### src/rtl/print_sprite.sv
// Per-pixel sprite hit test: compares the beam against a movable sprite box and emits memory address/select/enable.
// Latency: one cycle from p_x/p_y/active to address/element/enable (all registered).
// Backpressure: none; a new beam pixel is accepted every clock and results stream out unconditionally.
module print_sprite #(
    parameter int initialPosition_x   = 50,
    parameter int initialPosition_y   = 300,
    parameter int amountMemoryElement = 4,
    parameter int memoryElement       = 1,
    parameter int addr_width          = 10,
    parameter int width_x             = 6,
    parameter int width_y             = 6,
    parameter int sizeSprite_x        = 25,
    parameter int sizeSprite_y        = 25
) (
    input  logic                           clk,
    input  logic                           reset,
    input  logic [10:0]                    p_x,
    input  logic [9:0]                     p_y,
    input  logic                           active,
    input  logic [width_x-1:0]             offset_x,
    input  logic [width_y-1:0]             offset_y,
    input  logic [10:0]                    new_position_x,
    input  logic [9:0]                     new_position_y,
    input  logic                           moveSprite,
    output logic [addr_width-1:0]          address,
    output logic [amountMemoryElement-1:0] element,
    output logic                           enable
);

    // Wide enough for (row+offset)*stride + column+offset without overflow
    // before the final truncation to the memory address width.
    localparam int PROD_W = 32;

    localparam logic [amountMemoryElement-1:0] ELEM_ONE =
        {{(amountMemoryElement-1){1'b0}}, 1'b1};
    localparam logic [amountMemoryElement-1:0] ELEM_HOT = ELEM_ONE << memoryElement;

    logic [10:0] pos_x;
    logic [9:0]  pos_y;

    // Box edges are one bit wider than the coordinates so a sprite that
    // hangs past the screen edge is clipped rather than wrapping to 0.
    logic [11:0] end_x;
    logic [10:0] end_y;
    logic        hit;
    logic [10:0] dx;
    logic [9:0]  dy;
    logic [11:0] lx;
    logic [10:0] ly;
    logic [PROD_W-1:0] addr_full;

    // Hit test and local address, evaluated against the position held before this edge.
    always_comb begin
        end_x     = {1'b0, pos_x} + 12'(sizeSprite_x);
        end_y     = {1'b0, pos_y} + 11'(sizeSprite_y);
        hit       = active
                  && (p_x >= pos_x) && ({1'b0, p_x} < end_x)
                  && (p_y >= pos_y) && ({1'b0, p_y} < end_y);
        dx        = p_x - pos_x;
        dy        = p_y - pos_y;
        lx        = {1'b0, dx} + 12'(offset_x);
        ly        = {1'b0, dy} + 11'(offset_y);
        addr_full = PROD_W'(ly) * PROD_W'(sizeSprite_x) + PROD_W'(lx);
    end

    // Sprite position register: reset to the start corner, reloaded every cycle moveSprite is high.
    always_ff @(posedge clk) begin
        if (!reset) begin
            pos_x <= 11'(initialPosition_x);
            pos_y <= 10'(initialPosition_y);
        end else if (moveSprite) begin
            pos_x <= new_position_x;
            pos_y <= new_position_y;
        end
    end

    // Registered pixel-mux controls; everything is cleared on a miss or reset.
    always_ff @(posedge clk) begin
        if (!reset) begin
            address <= '0;
            element <= '0;
            enable  <= 1'b0;
        end else if (hit) begin
            address <= addr_full[addr_width-1:0];
            element <= ELEM_HOT;
            enable  <= 1'b1;
        end else begin
            address <= '0;
            element <= '0;
            enable  <= 1'b0;
        end
    end

endmodule

### config.mk
export PLATFORM = sky130hd
export DESIGN_NAME = print_sprite
export DESIGN_NICKNAME = d
export VERILOG_FILES = /design/src/rtl/print_sprite.sv
export SDC_FILE = /design/constraint.sdc
export NUM_CORES = 1
export LEC_CHECK = 0
export ABC_AREA = 1
export CAP_MARGIN = 20
export CORE_UTILIZATION = 40
export CTS_CLUSTER_SIZE = 40
export DETAILED_ROUTE_END_ITERATION = 7
export PLACE_DENSITY = 0.64
export SLEW_MARGIN = 25
export SYNTH_ARGS = -nofsm -noshare
export SYNTH_HDL_FRONTEND = slang
export SYNTH_SLANG_ARGS = --single-unit
export TNS_END_PERCENT = 1
### constraint.sdc
create_clock -name clk -period 16.15 [get_ports clk]
set_input_delay 1.615 -clock clk [delete_from_list [all_inputs] [get_ports clk]]
set_output_delay 1.615 -clock clk [all_outputs]
set_load 0.03 [all_outputs]
## After elaboration in Yosys (flattened, before gate mapping)

Cells that the tools add are included.

| word-level totals | value |
|---|---|
| register bits after elaboration | 36 |
| input port bits | 58 |
| word-level logic and storage cells | 24 |

| operators by class | value |
|---|---|
| add/sub/neg operators | 7 |
| multiply operators | 1 |
| magnitude comparators | 4 |
| muxes and demuxes | 2 |
| reductions and logical operators | 5 |

Operators with widths:

| operator | count |
|---|---|
| subtractor 10 bit | 2 |
| adder 11 x 5 -> 12 bit (second input constant) | 1 |
| < comparator 11 x 12 -> 1 bit | 1 |
| adder 10 x 5 -> 11 bit (second input constant) | 1 |
| adder 10 x 6 -> 11 bit | 1 |
| greater-or-equal comparator 11 bit | 1 |
| < comparator 10 x 11 -> 1 bit | 1 |
| multiplier 11 x 5 -> 10 bit (second input constant) | 1 |
| adder 10 bit | 1 |
| adder 10 x 6 -> 10 bit | 1 |
| greater-or-equal comparator 10 bit | 1 |
| logical AND 1 bit | 4 |
| two-way mux 2 bit | 1 |
| AND reduction 2 bit | 1 |
| two-way mux 1 bit | 1 |

## Depth between registers and ports, before layout

| depth | value |
|---|---|
| word-level depth | 6 |
| gate-level depth with buffers | 31 |
| gate-level depth less buffers | 31 |

## Worst setup path after synthesis

Ideal clock, no wire load.

| path | value |
|---|---|
| path kind | input to register |
| from | input port p_y[0] |
| to | register address[9] |
| library setup time | 0.115 ns |
| arrival | 6.325 ns |
| slack | 9.709 ns |
| stages | 25 |
| path through | inv_1 -> ha_1 -> fa_1 -> xnor2_1 -> ha_1 -> nand2_1 -> nand2_1 -> a31oi_1 -> xnor2_1 -> fa_1 -> inv_1 -> fa_1 -> inv_1 -> fa_1 -> inv_1 -> fa_1 -> inv_1 -> ha_1 -> a21oi_1 -> o221ai_1 -> nand3b_1 -> nand2_1 -> nand2_1 -> nand2_1 -> nor2_1 |

| between the ends | value |
|---|---|
| word-level cells in the longest chain between the ends | 4 |
| elaborated cells between the ends (all ways) | 9 |
| classes of those cells | 3 x add/sub; 1 x mul; 2 x order compare; 3 x reduce/logical |

RTL lines:

| element | line | source |
|---|---|---|
| start: declaration | 18 | `input logic [9:0] p_y,` |
| subtractor 10 bit or greater-or-equal comparator 10 bit (tied branches) | 60, 58 |  |
| adder 10 x 6 -> 11 bit or logical AND 1 bit (tied branches) | 62, 58 |  |
| multiplier 11 x 5 -> 10 bit or logical AND 1 bit (tied branches) | 63, 58 |  |
| adder 10 bit or AND reduction 2 bit (tied branches) | - |  |
| end signal: assignment | 84 | `address <= addr_full[addr_width-1:0];` |
| end: declaration | 25 | `output logic [addr_width-1:0] address,` |

Several ways; a longest one is shown, not always the timed one.
A chain may end at the register's enable or synchronous reset.

## Final worst setup path

Ends and elaborated chain as after synthesis.

==> summary.md <==
| Metric | Value |
|---|---|
| Hold EP | pos_y[9] |
| FMAX | 145 MHz |
| Root Driver | clkbuf_8 |
| DR pass1 iterations | 4 |
| Mux cell area share after synthesis | 0% |
| Die width | 105 um |
| R2R cell count | 24 |
| Critical path capture point type | flop |
| Cell Pwr Density | 200 nW/um^2 |
| Total GRT Usage | 19.2% |
| Sink Count | 32 |
| Gpl congestion | 0.870 |
| Netlist Area Pre-Place | 4240 sq um |
| Worst path max stage delay | 520 ps |
| RSZ-0062 raised after global routing | false |
| Finished Cell Area | 5160 sq um |
| Synth Area in Adders | 34.1% |
| Final Hold Vio Count | 0 |
| Vias/cell | 4.89 |
| Post-DP HPWL | 8570 um |
| Dpl cells | 760 |
| First-iteration detailed-routing DRC count | 136 |
| Antenna violations before repair | 0 |
| R2R Path End | address[9] |
| Overall power | 1.03 mW |
| Critical path launch point type | input port |
| Share of layout cells above drive strength 1 | 6.65% |
| Htree depth | 2 |
| Reg clk slew, reported paths | 80 ps |
| Clock tree buffer depth | 2 |
| GRT overflow | 0 |
| Crit path time final | 6900 ps |
| Cts repair resizes | 0 |
| Slowest CP cell | fa_1 |
| Total CTS buffers | 5 |
| Diodes inserted | 0 |
| Cell taking the most area after synthesis | ha_1 |
| Synth cell types | 38 |
| Die Y | 105 um |
| Max_cap viols | 0 |
| Largest net degree at the start of global routing | 29 |
| Most frequent cells in the layout | inv_1, nand2_1, ha_1, clkdlybuf4s50_1, a21oi_1 |
| Critical path arrival | 7060 ps |
| Area Growth Syn to Fin | 21.7% |
| Peak VDD IR | 0.208 mV |
| Sequential area share after synthesis | 15.1% |
| Pleak | 2.58 nW |
| I/O Buffers | 69 |
| Largest family of logic cells by synthesized area | adder cells |
| Final WL | 10100 um |
| Relative slew slack | 51.2% |
| Top cell type's share of synthesized area | 21.9% |
| Routed vias | 3759 |
| #FFs+latches synth | 32 |
| DRC viols | 0 |
| # setup viols final | 0 |
| Worst-Skew Late Latency | 290 ps |
| Fin crit share | 42.7% |
| Clock skew | 9.30 ps |
| FP Rows | 37 |
| Initial Util | 41.2% |
| Number of nets in the layout | 789 |
| Hold buffer count at CTS | 0 |
| Total core area | 10300 sq um |
| Syn. warnings | 0 |
| Worst Min Path Start | pos_y[9] |
| Flop-to-flop setup slack | 10750 ps |
| Status | completed |
| Final antenna-violating net count | 0 |
| Synth Area in Simple Gates | 21.1% |
| First-pass GRT wire length | 16800 um |
| Pins Over Slew Limit | 0 |
| Io pins | 73 |
| Worst slew pin tran | 728 ps |
| Post-DP Area | 5050 sq um |
| WS Path Type | input port to flop |
| Synth area leaders | ha_1, dfxtp_1, fa_1 |
| Final setup TNS | 0 ps |
| Die footprint | 11000 sq um |
| Synth Area per Inst | 7.54 sq um |
| R2R Path Start | pos_y[0] |
| Hold Path Depth | 2 |
| Vias in the first global route | 3806 |
| Worst Hold Class | flop to flop |
| Synth Area in Compound Gates | 11.1% |
| Non-filler cells, final | 768 |
| Routed len/inst | 13.2 um |
| Cells after synthesis | 562 |
| CP required | 16310 ps |
| Max FO, Critical Path | 6 |
| Post-CTS setup buffers | 0 |
| Commonest non-fill, non-tap cell in the layout | inv_1 |
| Synth Area in XOR/XNOR | 7.03% |
| TritonCTS clock tree | yes |
[stage by stage]
step	hold slack, ps	util, %	setup WS (ps)
2_1_floorplan	475	-	9710
3_3_place_gp	503	49.1	9030
3_5_place_dp	508	49.1	8940
4_1_cts	522	50.2	9250
5_1_grt	548	50.2	8890
6_report	514	50.2	9250
[registers in the layout, summed over array words and instances, names as in the netlist]
| signal | cells |
|---|---|
| pos_x | 11 |
| pos_y | 10 |
| element | 1 |
| address | 10 |
[power breakdown]
part	switching [mW]	internal, mW
combinational	0.497	0.362
sequential	0.00437	0.0852
clock	0.0350	0.0459
total	0.536	0.493
[Yosys cell counts]
cell type    n
o31ai_1      1
o21ai_1      1
nor3_1       4
conb_1       1
o21ai_0     30
or2_1        1
clkbuf_1     4
nand2_1     80
buf_4        4
nor2_4       2
clkinv_1     1
xnor2_1     11
a31oi_1      3
nand3_1     27
fa_1        26
nor4_1       1
nand4_2      1
a21oi_2      2
inv_2        2
nor3_2       1
a21oi_1     42
a21o_1       2
o221ai_1     1
nand2_4      1
a211oi_1     3
o211ai_1     1
nor2_1      29
ha_1        74
nand3_2      5
nand2_2     12
nand4_1      9
nand3b_1     3
buf_6        1
o21bai_1     1
nor2_2       9
xor2_1      23
inv_1      111
dfxtp_1     32
[routing by layer]
| layer | share of wire (%) | up-vias | GRT usage, % |
|---|---|---|---|
| li1 | - | 1934 | - |
| met1 | 43 | 1730 | 21.4 |
| met2 | 51 | 84 | 38.0 |
| met3 | 3.6 | 11 | 2.31 |
| met4 | 1.9 | 0 | 4.63 |
| met5 | 0 | - | 0 |
[final cells by class]
type	count	area (sq um)
Fill cell	1013	5120
Tap cell	136	170
Clock buffer	6	72.6
Timing Repair Buffer	69	691
Clock inverter	2	35.0
Inverter	114	428
Multi-Input combinational cell	409	3120
Sequential cell	32	641
[cells by family (layout without fill, tap and decap cells)]
logic type,count (synthesis),after routing
and+or+nand+nor,185,185
buffers and inverters,123,191
adders and majority gates,100,100
AOI/OAI and AO/OA,87,87
xor gates and xnor gates,34,34
DFF,32,32
other,1,3
[worst max-delay path, delay by kind of cell]
kind / cells / cell delay, ps
fa+ha+maj: 8 / 3360
buf+inv: 6 / 710
xor+xnor: 2 / 300
simple gates: 7 / 590
compound gates: 3 / 470
[how the worst max path moves through the flow]
stage           start          to  depth (start not counted)
5_1_grt        p_y[0]  address[9]                         26
3_5_place_dp   p_y[0]  address[9]                         26
4_1_cts        p_y[0]  address[8]                         23
6_report       p_y[0]  address[9]                         26
2_1_floorplan  p_y[0]  address[9]                         25
3_3_place_gp   p_y[0]  address[9]                         26
Power figures use the tool's default switching activity.
